## src/rtl/spandex_home_rsp_pkg.sv

```systemverilog
// Shared opcode encodings, widths, FSM state type and request-buffer layout
// for the Spandex home-side responder.
package spandex_home_rsp_pkg;

   localparam int LINE_ADDR_BITS     = 28;
   localparam int WORDS_PER_LINE     = 4;
   localparam int BITS_PER_WORD      = 32;
   localparam int MIX_MSG_TYPE_WIDTH = 5;
   localparam int NOC_ID_W           = 4;

   localparam logic [MIX_MSG_TYPE_WIDTH-1:0] REQ_V     = 5'h00;
   localparam logic [MIX_MSG_TYPE_WIDTH-1:0] REQ_S     = 5'h01;
   localparam logic [MIX_MSG_TYPE_WIDTH-1:0] REQ_O     = 5'h02;
   localparam logic [MIX_MSG_TYPE_WIDTH-1:0] REQ_ODATA = 5'h03;
   localparam logic [MIX_MSG_TYPE_WIDTH-1:0] REQ_WT    = 5'h04;
   localparam logic [MIX_MSG_TYPE_WIDTH-1:0] REQ_WB    = 5'h05;

   localparam logic [MIX_MSG_TYPE_WIDTH-1:0] RSP_V     = 5'h10;
   localparam logic [MIX_MSG_TYPE_WIDTH-1:0] RSP_S     = 5'h11;
   localparam logic [MIX_MSG_TYPE_WIDTH-1:0] RSP_O     = 5'h12;
   localparam logic [MIX_MSG_TYPE_WIDTH-1:0] RSP_ODATA = 5'h13;
   localparam logic [MIX_MSG_TYPE_WIDTH-1:0] RSP_WT    = 5'h14;
   localparam logic [MIX_MSG_TYPE_WIDTH-1:0] RSP_WB    = 5'h15;

   typedef enum logic [2:0] {
      ST_IDLE,
      ST_RD_REQ,
      ST_RD_WAIT,
      ST_WR_REQ,
      ST_RSP
   } home_state_t;

   typedef struct packed {
      logic [MIX_MSG_TYPE_WIDTH-1:0]            opcode;
      logic [LINE_ADDR_BITS-1:0]                addr;
      logic                                     hprot;
      logic [WORDS_PER_LINE*BITS_PER_WORD-1:0]  line;
      logic [WORDS_PER_LINE-1:0]                mask;
   } home_req_buf_t;

endpackage

```

## src/rtl/spandex_home_rsp_map.sv

```systemverilog
// Combinational decode of a request opcode into its response opcode and the
// memory work it needs.
module spandex_home_rsp_map
   import spandex_home_rsp_pkg::*;
(
   input  logic [MIX_MSG_TYPE_WIDTH-1:0] i_req_msg,
   output logic [MIX_MSG_TYPE_WIDTH-1:0] o_rsp_msg,
   output logic                          o_has_data,
   output logic                          o_needs_read,
   output logic                          o_needs_write,
   output logic                          o_known
);

   always_comb begin
      // NOTE: every output gets a default before the case so no path can infer a latch.
      o_rsp_msg     = '0;
      o_has_data    = 1'b0;
      o_needs_read  = 1'b0;
      o_needs_write = 1'b0;
      o_known       = 1'b1;
      case (i_req_msg)
         REQ_V:     begin o_rsp_msg = RSP_V;     o_has_data = 1'b1; o_needs_read = 1'b1; end
         REQ_S:     begin o_rsp_msg = RSP_S;     o_has_data = 1'b1; o_needs_read = 1'b1; end
         REQ_ODATA: begin o_rsp_msg = RSP_ODATA; o_has_data = 1'b1; o_needs_read = 1'b1; end
         REQ_O:     o_rsp_msg = RSP_O;
         REQ_WT:    begin o_rsp_msg = RSP_WT; o_needs_write = 1'b1; end
         REQ_WB:    begin o_rsp_msg = RSP_WB; o_needs_write = 1'b1; end
         default:   o_known = 1'b0;
      endcase
   end

endmodule

```

## src/rtl/spandex_home_rsp.sv

```systemverilog
// Home-side responder: serves one L2 request at a time against a line-wide
// memory port and returns the matching response on the L2 rsp_in channel.
module spandex_home_rsp
   import spandex_home_rsp_pkg::*;
#(
   parameter int LINE_ADDR_W = LINE_ADDR_BITS,
   parameter int WORDS       = WORDS_PER_LINE,
   parameter int WORD_W      = BITS_PER_WORD,
   parameter int HOME_ID     = 0,
   parameter int CNT_W       = 16
) (
   input  logic                          clk,
   input  logic                          rst,

   input  logic                          req_in_valid,
   output logic                          req_in_ready,
   input  logic [MIX_MSG_TYPE_WIDTH-1:0] req_in_coh_msg,
   input  logic                          req_in_hprot,
   input  logic [LINE_ADDR_W-1:0]        req_in_addr,
   input  logic [WORDS*WORD_W-1:0]       req_in_line,
   input  logic [WORDS-1:0]              req_in_word_mask,

   output logic                          mem_rd_valid,
   input  logic                          mem_rd_ready,
   output logic [LINE_ADDR_W-1:0]        mem_rd_addr,
   input  logic                          mem_rd_data_valid,
   output logic                          mem_rd_data_ready,
   input  logic [WORDS*WORD_W-1:0]       mem_rd_data,

   output logic                          mem_wr_valid,
   input  logic                          mem_wr_ready,
   output logic [LINE_ADDR_W-1:0]        mem_wr_addr,
   output logic [WORDS*WORD_W-1:0]       mem_wr_line,
   output logic [WORDS-1:0]              mem_wr_mask,
   output logic                          mem_hprot,

   output logic                          rsp_out_valid,
   input  logic                          rsp_out_ready,
   output logic [MIX_MSG_TYPE_WIDTH-1:0] rsp_out_coh_msg,
   output logic [NOC_ID_W-1:0]           rsp_out_req_id,
   output logic [LINE_ADDR_W-1:0]        rsp_out_addr,
   output logic [WORDS*WORD_W-1:0]       rsp_out_line,
   output logic [WORDS-1:0]              rsp_out_word_mask,

   output logic                          err_unknown,
   output logic [CNT_W-1:0]              served_cnt
);

   home_state_t                   r_state;
   home_state_t                   w_next;
   home_req_buf_t                 r_buf;
   logic [MIX_MSG_TYPE_WIDTH-1:0] r_rsp_msg;
   logic                          r_has_data;
   logic [WORDS*WORD_W-1:0]       r_rd_line;
   logic                          r_err_unknown;
   logic [CNT_W-1:0]              r_served_cnt;

   logic [MIX_MSG_TYPE_WIDTH-1:0] w_rsp_msg;
   logic                          w_has_data;
   logic                          w_needs_read;
   logic                          w_needs_write;
   logic                          w_known;
   logic                          w_accept;

   spandex_home_rsp_map u_map (
      .i_req_msg     (req_in_coh_msg),
      .o_rsp_msg     (w_rsp_msg),
      .o_has_data    (w_has_data),
      .o_needs_read  (w_needs_read),
      .o_needs_write (w_needs_write),
      .o_known       (w_known)
   );

   assign w_accept = req_in_valid && (r_state == ST_IDLE);

   always_comb begin
      w_next            = r_state;
      req_in_ready      = 1'b0;
      mem_rd_valid      = 1'b0;
      mem_rd_data_ready = 1'b0;
      mem_wr_valid      = 1'b0;
      rsp_out_valid     = 1'b0;
      case (r_state)
         ST_IDLE: begin
            req_in_ready = 1'b1;
            if (req_in_valid && w_known) begin
               if (w_needs_read)
                  w_next = ST_RD_REQ;
               else if (w_needs_write && (req_in_word_mask != '0))
                  w_next = ST_WR_REQ;
               else
                  w_next = ST_RSP;
            end
         end
         ST_RD_REQ: begin
            mem_rd_valid = 1'b1;
            if (mem_rd_ready) w_next = ST_RD_WAIT;
         end
         ST_RD_WAIT: begin
            mem_rd_data_ready = 1'b1;
            if (mem_rd_data_valid) w_next = ST_RSP;
         end
         ST_WR_REQ: begin
            mem_wr_valid = 1'b1;
            if (mem_wr_ready) w_next = ST_RSP;
         end
         ST_RSP: begin
            rsp_out_valid = 1'b1;
            if (rsp_out_ready) w_next = ST_IDLE;
         end
         default: w_next = ST_IDLE;
      endcase
   end

   always_ff @(posedge clk) begin
      // NOTE: state uses non-blocking assignments so every register samples pre-edge values.
      if (rst) begin
         r_state       <= ST_IDLE;
         // NOTE: the data registers are reset too, so a reset mid-request leaves no stale line or opcode behind.
         r_buf         <= '0;
         r_rsp_msg     <= '0;
         r_has_data    <= 1'b0;
         r_rd_line     <= '0;
         r_err_unknown <= 1'b0;
         r_served_cnt  <= '0;
      end else begin
         r_state <= w_next;
         if (w_accept && w_known) begin
            r_buf.opcode <= req_in_coh_msg;
            r_buf.addr   <= req_in_addr;
            r_buf.hprot  <= req_in_hprot;
            r_buf.line   <= req_in_line;
            r_buf.mask   <= req_in_word_mask;
            r_rsp_msg    <= w_rsp_msg;
            r_has_data   <= w_has_data;
         end
         // Unknown opcodes are consumed and dropped; only the sticky flag records them.
         if (w_accept && !w_known)
            r_err_unknown <= 1'b1;
         if ((r_state == ST_RD_WAIT) && mem_rd_data_valid)
            r_rd_line <= mem_rd_data;
         if ((r_state == ST_RSP) && rsp_out_ready)
            r_served_cnt <= r_served_cnt + 1'b1;
      end
   end

   assign mem_rd_addr       = r_buf.addr;
   assign mem_wr_addr       = r_buf.addr;
   assign mem_wr_line       = r_buf.line;
   assign mem_wr_mask       = r_buf.mask;
   assign mem_hprot         = r_buf.hprot;

   assign rsp_out_coh_msg   = r_rsp_msg;
   assign rsp_out_req_id    = NOC_ID_W'(HOME_ID);
   assign rsp_out_addr      = r_buf.addr;
   assign rsp_out_line      = r_has_data ? r_rd_line : '0;
   assign rsp_out_word_mask = r_buf.mask;

   assign err_unknown       = r_err_unknown;
   assign served_cnt        = r_served_cnt;

endmodule

```

## config.mk

```make
export PLATFORM = sky130hd
export DESIGN_NAME = spandex_home_rsp
export DESIGN_NICKNAME = d
export VERILOG_FILES = /design/src/rtl/spandex_home_rsp_pkg.sv /design/src/rtl/spandex_home_rsp_map.sv /design/src/rtl/spandex_home_rsp.sv
export SDC_FILE = /design/constraint.sdc
export NUM_CORES = 1
export LEC_CHECK = 0
export ABC_AREA = 1
export CAP_MARGIN = 20
export CORE_AREA = 4 4 264 266
export CTS_BUF_LIST = sky130_fd_sc_hd__clkbuf_4
export DETAILED_ROUTE_END_ITERATION = 8
export DIE_AREA = 0 0 268 270
export MAX_ROUTING_LAYER = met4
export PLACE_DENSITY = 0.46
export SKIP_LAST_GASP = 1
export SLEW_MARGIN = 40
export SYNTH_ARGS = -nofsm -noshare
export SYNTH_HDL_FRONTEND = slang
export SYNTH_SLANG_ARGS = --single-unit
```

## constraint.sdc

```tcl
create_clock -name clk -period 1.4 [get_ports clk]
set_clock_uncertainty 0.15 [all_clocks]
set_input_delay 0.14 -clock clk [delete_from_list [all_inputs] [get_ports clk]]
set_output_delay 0.14 -clock clk [all_outputs]
set_load 0.005 [all_outputs]
```

* Word level (Yosys, flattened, before mapping) *
Cells that the tools add are included.

storage, ports and cells
  flip-flop bits (word level) = 315
  output and inout bits = 380

operators by class
  add/sub/neg operators = 1
  equality and inequality tests = 14
  muxes and demuxes = 18
  reductions and logical operators = 15

operators by type and width
  operator                 count
  $mux W128                1
  $pmux W5 S6              1
  $mux W3                  7
  $add A16 B1 Y16 const B  1
  $pmux W3 S5              1
  $eq A5 B2 Y1 const B     2
  $eq A5 B3 Y1 const B     2
  $mux W1                  8
  $ne A2 B2 Y1 const B     4
  $logic_and A1 B1 Y1      7
  $eq A3 B2 Y1 const B     2
  $reduce_or A6 Y1         1
  $eq A5 B1 Y1 const B     1
  $logic_not A5 Y1         1
  $reduce_and A5 Y1        1
  $reduce_bool A4 Y1       1
  $eq A3 B1 Y1 const B     1
  $eq A3 B3 Y1 const B     1
  $logic_not A3 Y1         1
  $reduce_or A3 Y1         1
  $ne A2 B1 Y1 const B     1
  $reduce_or A2 Y1         1
  $logic_not A1 Y1         1

* Logic depth before layout (Yosys ltp) *
Gate-level depths: netlist of the first run.

  depth after elaboration = 8
  gate-level depth with buffers = 10

* By module *
A second synthesis of the first run with hierarchy kept.

second synthesis, totals
  cell total of the unflattened synthesis = 1820
  area, all modules = 13245.2 sq um

modules (own cells, without submodules)
  module                times used  cells each  area each (sq um)
  spandex_home_rsp      1           1803        13155.1
  spandex_home_rsp_map  1           17          90.1

* Worst setup path after synthesis of the first run *
No wires, ideal clock.

  path kind = register to register
  from = register r_state[2]
  to = register r_buf (netlist bit mem_wr_line[100])
  setup time = 0.113 ns
  data arrival time = 1.267 ns
  setup slack = -0.130 ns
  cell stages (with the launch flop) = 10
  path buffers = 3
  period minus slack after synthesis = 1.530 ns
  cell sequence = dfxtp_1 > buf_2 > nor2_4 > nand2_2 > nor2_4 > nand2_2 > buf_2 > buf_2 > o21ai_1 > nor2_1

on the way
  cells in the longest elaborated chain, start to end = 3

RTL lines
  what                    RTL line                 text
  from (decl)             spandex_home_rsp.sv:49   home_state_t r_state;
  from (signal assigned)  spandex_home_rsp.sv:127  r_state <= w_next;
  $logic_not A3 Y1        spandex_home_rsp.sv:74   assign w_accept = req_in_valid && (r_state == ST_IDLE);
  $logic_and A1 B1 Y1     spandex_home_rsp.sv:74
  $logic_and A1 B1 Y1     spandex_home_rsp.sv:128  if (w_accept && w_known) begin
  to (decl)               spandex_home_rsp.sv:51   home_req_buf_t r_buf;

Every way passes these cells.
A chain may end at the register's enable or synchronous reset.

* Final worst setup path of the first run *
  from = register r_has_data
  to = output rsp_out_line[93]

on the way
  cells in the longest elaborated chain, start to end = 1

RTL lines
  what                    RTL line                 text
  from (decl)             spandex_home_rsp.sv:53   logic r_has_data;
  from (signal assigned)  spandex_home_rsp.sv:135  r_has_data <= w_has_data;
  $mux W128               spandex_home_rsp.sv:156  assign rsp_out_line = r_has_data ? r_rd_line : '0;
  to (decl)               spandex_home_rsp.sv:42   output logic [WORDS*WORD_W-1:0] rsp_out_line,

Every way passes these cells.

==> results of run 1 <==
-- logic make-up (layout without fill, tap and decap cells) --
logic type,Yosys count,in the layout
and+or+nand+nor,836,836
AOI/OAI and AO/OA,313,313
xor gates and xnor gates,1,1
DFF,314,314
buffers and inverters,339,1530
other,1,13
adders and majority gates,1,1
-- registers in the layout (all words and copies together), names as in the netlist, 3 cells and up --
signal,cells
served_cnt,16
rsp_out_coh_msg,4
mem_rd_addr,28
mem_wr_mask,4
r_rd_line,128
mem_wr_line,128
r_state,3
-- through the flow --
step | TNS [ns] | cell area, µm² | utilization | instances
2_1_floorplan | -16.42 | 13100 | - | 1809
3_3_place_gp | -176.69 | 20600 | 0.307 | 3270
3_5_place_dp | -177.06 | 20600 | 0.307 | 3270
4_1_cts | -410.87 | 25800 | 0.385 | 3787
5_1_grt | -352.03 | 28600 | 0.426 | 3881
6_report | -259.99 | 28600 | 0.426 | 3881
-- what timing repair did --
| item | in CTS | in global routing |
|---|---|---|
| resized for setup | 838 | 1410 |
| endpoints found under the hold margin | 301 | 0 |
| hold buffers | 298 | 0 |
| cloned | 13 | 28 |
| buffers inserted | 48 | 71 |
| setup endpoints to repair | 688 | 689 |
| pin swaps | 6 | 49 |
-- metal layers --
layer  vias to the layer above  GRT usage
met5                         -          -
met1                      7412      0.179
met4                         0     0.0597
met3                       136     0.0505
met2                       559      0.285
li1                       7843          -
-- worst paths after layout --
kind / endpoint / slack [ns] / startpoint
setup reg to reg: mem_wr_line[26] / -0.63 / r_state[1]
hold / removal: r_rd_line[14] / 0.14 / mem_rd_data_valid
hold reg to reg: rsp_out_coh_msg[1] / 0.32 / rsp_out_coh_msg[1]
setup / recovery: rsp_out_line[93] / -0.80 / r_has_data
-- placed cells by master, fill, tap and decap left out, types with 8 or more instances in the layout --
| master | synthesis | final |
|---|---|---|
| buf_16 | 0 | 14 |
| o21ai_0 | 23 | 15 |
| nand2_4 | 0 | 93 |
| nor2_2 | 2 | 17 |
| nor2_1 | 622 | 579 |
| a21oi_1 | 12 | 9 |
| nand3_1 | 14 | 11 |
| inv_4 | 0 | 9 |
| nand2_2 | 2 | 36 |
| nor2_4 | 3 | 31 |
| clkbuf_16 | 0 | 17 |
| buf_4 | 67 | 105 |
| clkdlybuf4s50_1 | 0 | 300 |
| o21ai_2 | 0 | 38 |
| inv_1 | 154 | 47 |
| o21ai_1 | 272 | 236 |
| clkbuf_2 | 0 | 47 |
| diode_2 | 0 | 8 |
| inv_2 | 6 | 101 |
| nand2_1 | 180 | 51 |
| clkinv_1 | 0 | 19 |
| buf_6 | 42 | 313 |
| dfxtp_4 | 0 | 31 |
| clkbuf_4 | 0 | 135 |
| dlygate4sd3_1 | 0 | 298 |
| dlymetal6s2s_1 | 0 | 15 |
| buf_12 | 0 | 43 |
| dfxtp_2 | 0 | 154 |
| buf_2 | 21 | 37 |
| buf_8 | 0 | 16 |
| dfxtp_1 | 314 | 129 |
-- cell type report --
| cell class | instances | share of cell area |
|---|---|---|
| Tap cell | 873 | 0.0382 |
| Inverter | 160 | 0.0233 |
| Timing Repair inverter | 3 | 0.00201 |
| Sequential cell | 314 | 0.231 |
| Antenna cell | 8 | 0.000701 |
| Clock inverter | 27 | 0.00416 |
| Multi-Input combinational cell | 1156 | 0.217 |
| Timing Repair Buffer | 1205 | 0.449 |
| Clock buffer | 135 | 0.0355 |
-- report_power, final --
| part | internal, W | total [W] | switching [W] |
|---|---|---|---|
| Combinational | 0.00513 | 0.00922 | 0.00410 |
| Sequential | 0.0102 | 0.0113 | 0.00111 |
| Clock | 0.00440 | 0.00864 | 0.00423 |
-- worst reg2reg max path, stage by stage, from the launching register on --
cell and delay, ns:
dfxtp_4 0.36, buf_6 0.12, nor2_4 0.12, nand2_4 0.09, buf_6 0.13, nor2_4 0.13
nand2_8 0.10, buf_12 0.19, buf_12 0.14, clkbuf_16 0.17, o21ai_1 0.14, nor2_1 0.06
==> run metrics, run 1 <==
Req. time, crit path=1.11 ns; nets=3,237; number of fill cells in the layout=6,572; Reg clk slew, reported paths=0.06 ns; Wirelength per Cell=17.1 µm; Place WS=-0.600 ns; RSZ-0062 raised after global routing=yes; Area growth, synth to finish=120%; Worst Hold Depth=6; Distinct cells, synth=28; CP bufs+invs=6; Synth Area in Adders=0.000965; max incr delay on CP=0.37 ns; vias=15,950; DR top layer=met4; multi-input logic area=6190 µm²; Crit. path cell count=7; Max Fclk=454 MHz; final hold violation count=0; number of synthesized flops with an enable pin=0; starting density of the core=0.193; Total GRT Usage=0.165; Post-synth ARST share=0; Synth Flop Type=dfxtp_1; first-pass iteration count of the detailed router=5; Avg Inst Size Synth=7.19 µm²; num rows=95; Syn. warnings=0; post-synthesis mux area share=0; die width=268 µm; first-pass GRT wire length=91,300 µm; Vias/cell=4.11; period utilisation layout=1.57; Peak supply drop=0.496 mV; Clock Root Buffer=clkbuf_4; area leader, netlist=dfxtp_1; critical-path cell list=buf_12 -> buf_8 -> buf_16 -> buf_12 -> nand2_4 -> inv_2 -> buf_6; H-Tree Depth=3; die area=72,400 µm²; final wirelength=66,200 µm; Seq/Total Area, Yosys=0.485; grt total ovfl=0; hold_ws=0.143 ns; Cells after Synth=1,805; Antenna Violating Nets Remaining=0; Yosys reg bits=314; gate family responsible for the most delay along the worst path=buffers and inverters; Hold Crit Class=in2reg; placer congestion estimate=0.817; CTS Sinks=314; die height=270 µm; Simple-Gate Fraction of Synth Area=0.248; Metal-1 WL=25,500 µm; metal2 WL=33,700 µm; final setup margin=-0.803 ns; pin count of the biggest net entering global routing=59; Pwr Density=1020 nW/µm²; Post-Syn Area=13,000 µm²; Pwr Total=0.0292 W; Reg area=6600 µm²; largest family of logic cells by synthesized area=simple AND/OR/NAND/NOR gates; failing checks=negative setup slack; PortBufs=675; IO Count=681; DR DRC count=0; top cells by count, synth=nor2_1 (622), dfxtp_1 (314), o21ai_1 (272); Clk Latency, worst-skew pair=0.81 ns; vias in the first global route=15,785; Final Critical Period=2.20 ns; max-slew violation count=0; arrival time at the worst endpoint=1.91 ns; initial antenna violation count=7; reg2reg path depth=11; largest cells by area after synthesis=dfxtp_1 (48%), nor2_1 (18%), o21ai_1 (10%); status=finished with violations; Synth top area share=0.485; share of layout cells above drive strength 1=0.423; wire length on met3=4810 µm; worst setup path class=reg2out; CP max FO=7; clk buf depth=3; slowest cell on the critical path=dfxtp_4; HPWL after DPL=43,100 µm; Startpoint Class=flop; P_leak=14.3 nW; Post-Synth XOR/XNOR Area=0.000675; Max-Cap Viols=0; top-count cell post-synth=nor2_1; core area=67,000 µm²; CTS Buf Count=95; CTS tree=done; initial DRC count=611; final setup fails=689; Worst Setup End Kind=output pin; compound-gate portion of the synthesized area=0.122; most frequent cell on the critical path=buf_12
Power figures use the tool's default switching activity.
==> run 2, diff against run 1 <==
Settings changed: SLEW_MARGIN 40 to 20.
==> results of run 2 <==
Same layout as run 1: the final DEF is identical, and so are final timing and power.
==> run 3, diff against run 2 <==
Settings changed: CORE_AREA 4 4 264 266 to 4 4 265 267, DIE_AREA 0 0 268 270 to 0 0 269 271, PLACE_DENSITY 0.46 to 0.45.
==> run 3 against run 2 <==
The run still ends with negative setup slack left. Final cell count is 0.98% higher. Maximum frequency is 1.7% higher. Worst hold slack better by 0.0043 ns. Register-to-register slack better by 0.08 ns. Die area is 0.74% higher. Critical path type unchanged. Utilization is 1.3 points lower. Largest cell class unchanged. Clock power is 3.2% higher. Power hardly changed. Clock-buffer cell count is 4 higher. Critical path depth stayed put. Setup slack better by 0.037 ns. Sequential power hardly changed.
==> run metrics, run 3 (synthesis gave the netlist of run 1 again) <==
number of fill cells in the layout=6,822; failing checks=negative setup slack; initial antenna violation count=6; Max Fclk=462 MHz; first-pass iteration count of the detailed router=5; final wirelength=65,300 µm; clock power share=0.305; most common cell after layout, fill and taps aside=nor2_1; Clock Root Buffer=clkbuf_4; Reg clk slew, reported paths=0.06 ns; PortBufs=675; Slew HR=0.668; placer congestion estimate=0.857; Vias/cell=4.11; first-pass GRT wire length=90,900 µm; max-slew violation count=0; Req. time, crit path=1.11 ns; Area growth, synth to finish=117%; Place WS=-0.732 ns; die width=269 µm; Startpoint Class=flop; Total GRT Usage=0.164; arrival time at the worst endpoint=1.88 ns; Max-Cap Viols=0; P_leak=13.9 nW; Antenna Violating Nets Remaining=0; Peak supply drop=0.523 mV; vias=16,105; CTS tree=done; share of layout cells above drive strength 1=0.403; R2R setup slack=-0.55 ns; worst setup path class=reg2out; combinational power share=0.309; Final Critical Period=2.17 ns; Pwr Density=1040 nW/µm²; status=finished with violations; Clk Latency, worst-skew pair=0.81 ns; die area=72,900 µm²; pin count of the biggest net entering global routing=56; Placed Area=20,900 µm²; Hold Crit Class=in2reg; CTS Sinks=314; vias in the first global route=16,102; slew of the pin with the lowest slew margin=0.497 ns; Worst Setup End Kind=output pin; most frequent cells in the layout=nor2_1 (613), clkdlybuf4s50_1 (300), buf_6 (294), dlygate4sd3_1 (294), o21ai_1 (212); final setup fails=689; final setup margin=-0.766 ns; design area=28,100 µm²; Critical R2R Capture=mem_wr_line[10]; Crit. Startpoint=r_has_data; H-Tree Depth=3; grt total ovfl=0; nets=3,266; Wirelength per Cell=16.7 µm; RSZ-0062 raised after global routing=yes; switching share of power=0.316; clk buf depth=3; num rows=96; CTS Buf Count=96; final hold violation count=0; switching pwr=0.00924 W; reg2reg path depth=10; period utilisation layout=1.55; IO Count=681; Reg power frac=0.386; Int Pwr=0.0200 W; CP max FO=8; HPWL after DPL=44,300 µm; core area=68,100 µm²; starting density of the core=0.190; reg2reg start=r_state[1]; crit path to=rsp_out_line[4]; initial DRC count=579; DR DRC count=0; die height=271 µm
run 3: power groups by stage:
stage                     sequential, W  combinational [W]  clock (W)
after floorplan                  0.0109            0.00331          0
after global placement           0.0110            0.00667          0
final                            0.0113            0.00902    0.00892
after detailed placement         0.0111            0.00673          0
after global routing             0.0114            0.00983    0.00990
after CTS                        0.0110            0.00794    0.00937
run 3: repair_timing:
item	CTS	global route
setup buffers	40	84
gates resized for setup	512	1484
setup endpoints to repair	688	689
gates cloned	9	19
hold buffers	294	0
pin swaps	2	21
endpoints found under the hold margin	301	0
run 3: worst min-delay path by stage:
stage	start	end	slack, ns	depth (start not counted)
after floorplan	mem_rd_data[0]	r_rd_line[0]	0.12	2
after global placement	mem_wr_line[57]	mem_wr_line[57]	0.30	2
after detailed placement	mem_wr_line[68]	mem_wr_line[68]	0.31	2
after CTS	req_in_valid	mem_rd_addr[11]	-0.02	6
after global routing	mem_rd_ready	r_state[1]	0.07	6
final	req_in_coh_msg[1]	err_unknown	0.15	6
run 3: per-stage QoR:
step	total power [W]	setup TNS, ns	hold slack (ns)	utilization	cells
6_report	0.0292	-239.80	0.147	0.413	3919
3_3_place_gp	0.0177	-183.43	0.300	0.308	3319
2_1_floorplan	0.0142	-16.42	0.125	-	1809
5_1_grt	0.0311	-330.08	0.0680	0.413	3919
3_5_place_dp	0.0178	-187.35	0.309	0.308	3319
4_1_cts	0.0283	-382.57	-0.0192	0.379	3822
run 3: layer usage:
layer | wire length, µm | up-vias | track usage | share of wire
met1 | 25000 | 7469 | 0.172 | 0.38
met5 | 0 | - | - | 0
met2 | 33600 | 574 | 0.287 | 0.51
li1 | - | 7919 | - | -
met3 | 4640 | 143 | 0.0498 | 0.071
met4 | 2120 | 0 | 0.0648 | 0.032
run 3: critical path, cell delays in order, from the launching register on:
cell,delay [ns]
dfxtp_4,0.37
buf_12,0.15
buf_12,0.12
buf_12,0.13
buf_12,0.14
nand2_4,0.05
inv_2,0.03
buf_6,0.11
run 3: cell type report:
cell class                 instances  area (µm²)  share of cell area
antenna                            8        20.0            0.000712
clock buffer                     139        1040              0.0371
clock inverter                    24         131             0.00467
inverter                         160         652              0.0232
multi-input combinational       1158        5820               0.207
sequential                       314        6620               0.235
tap                              882        1100              0.0393
timing repair buffer            1233       12700               0.452
timing repair inverter             1        16.3            0.000579
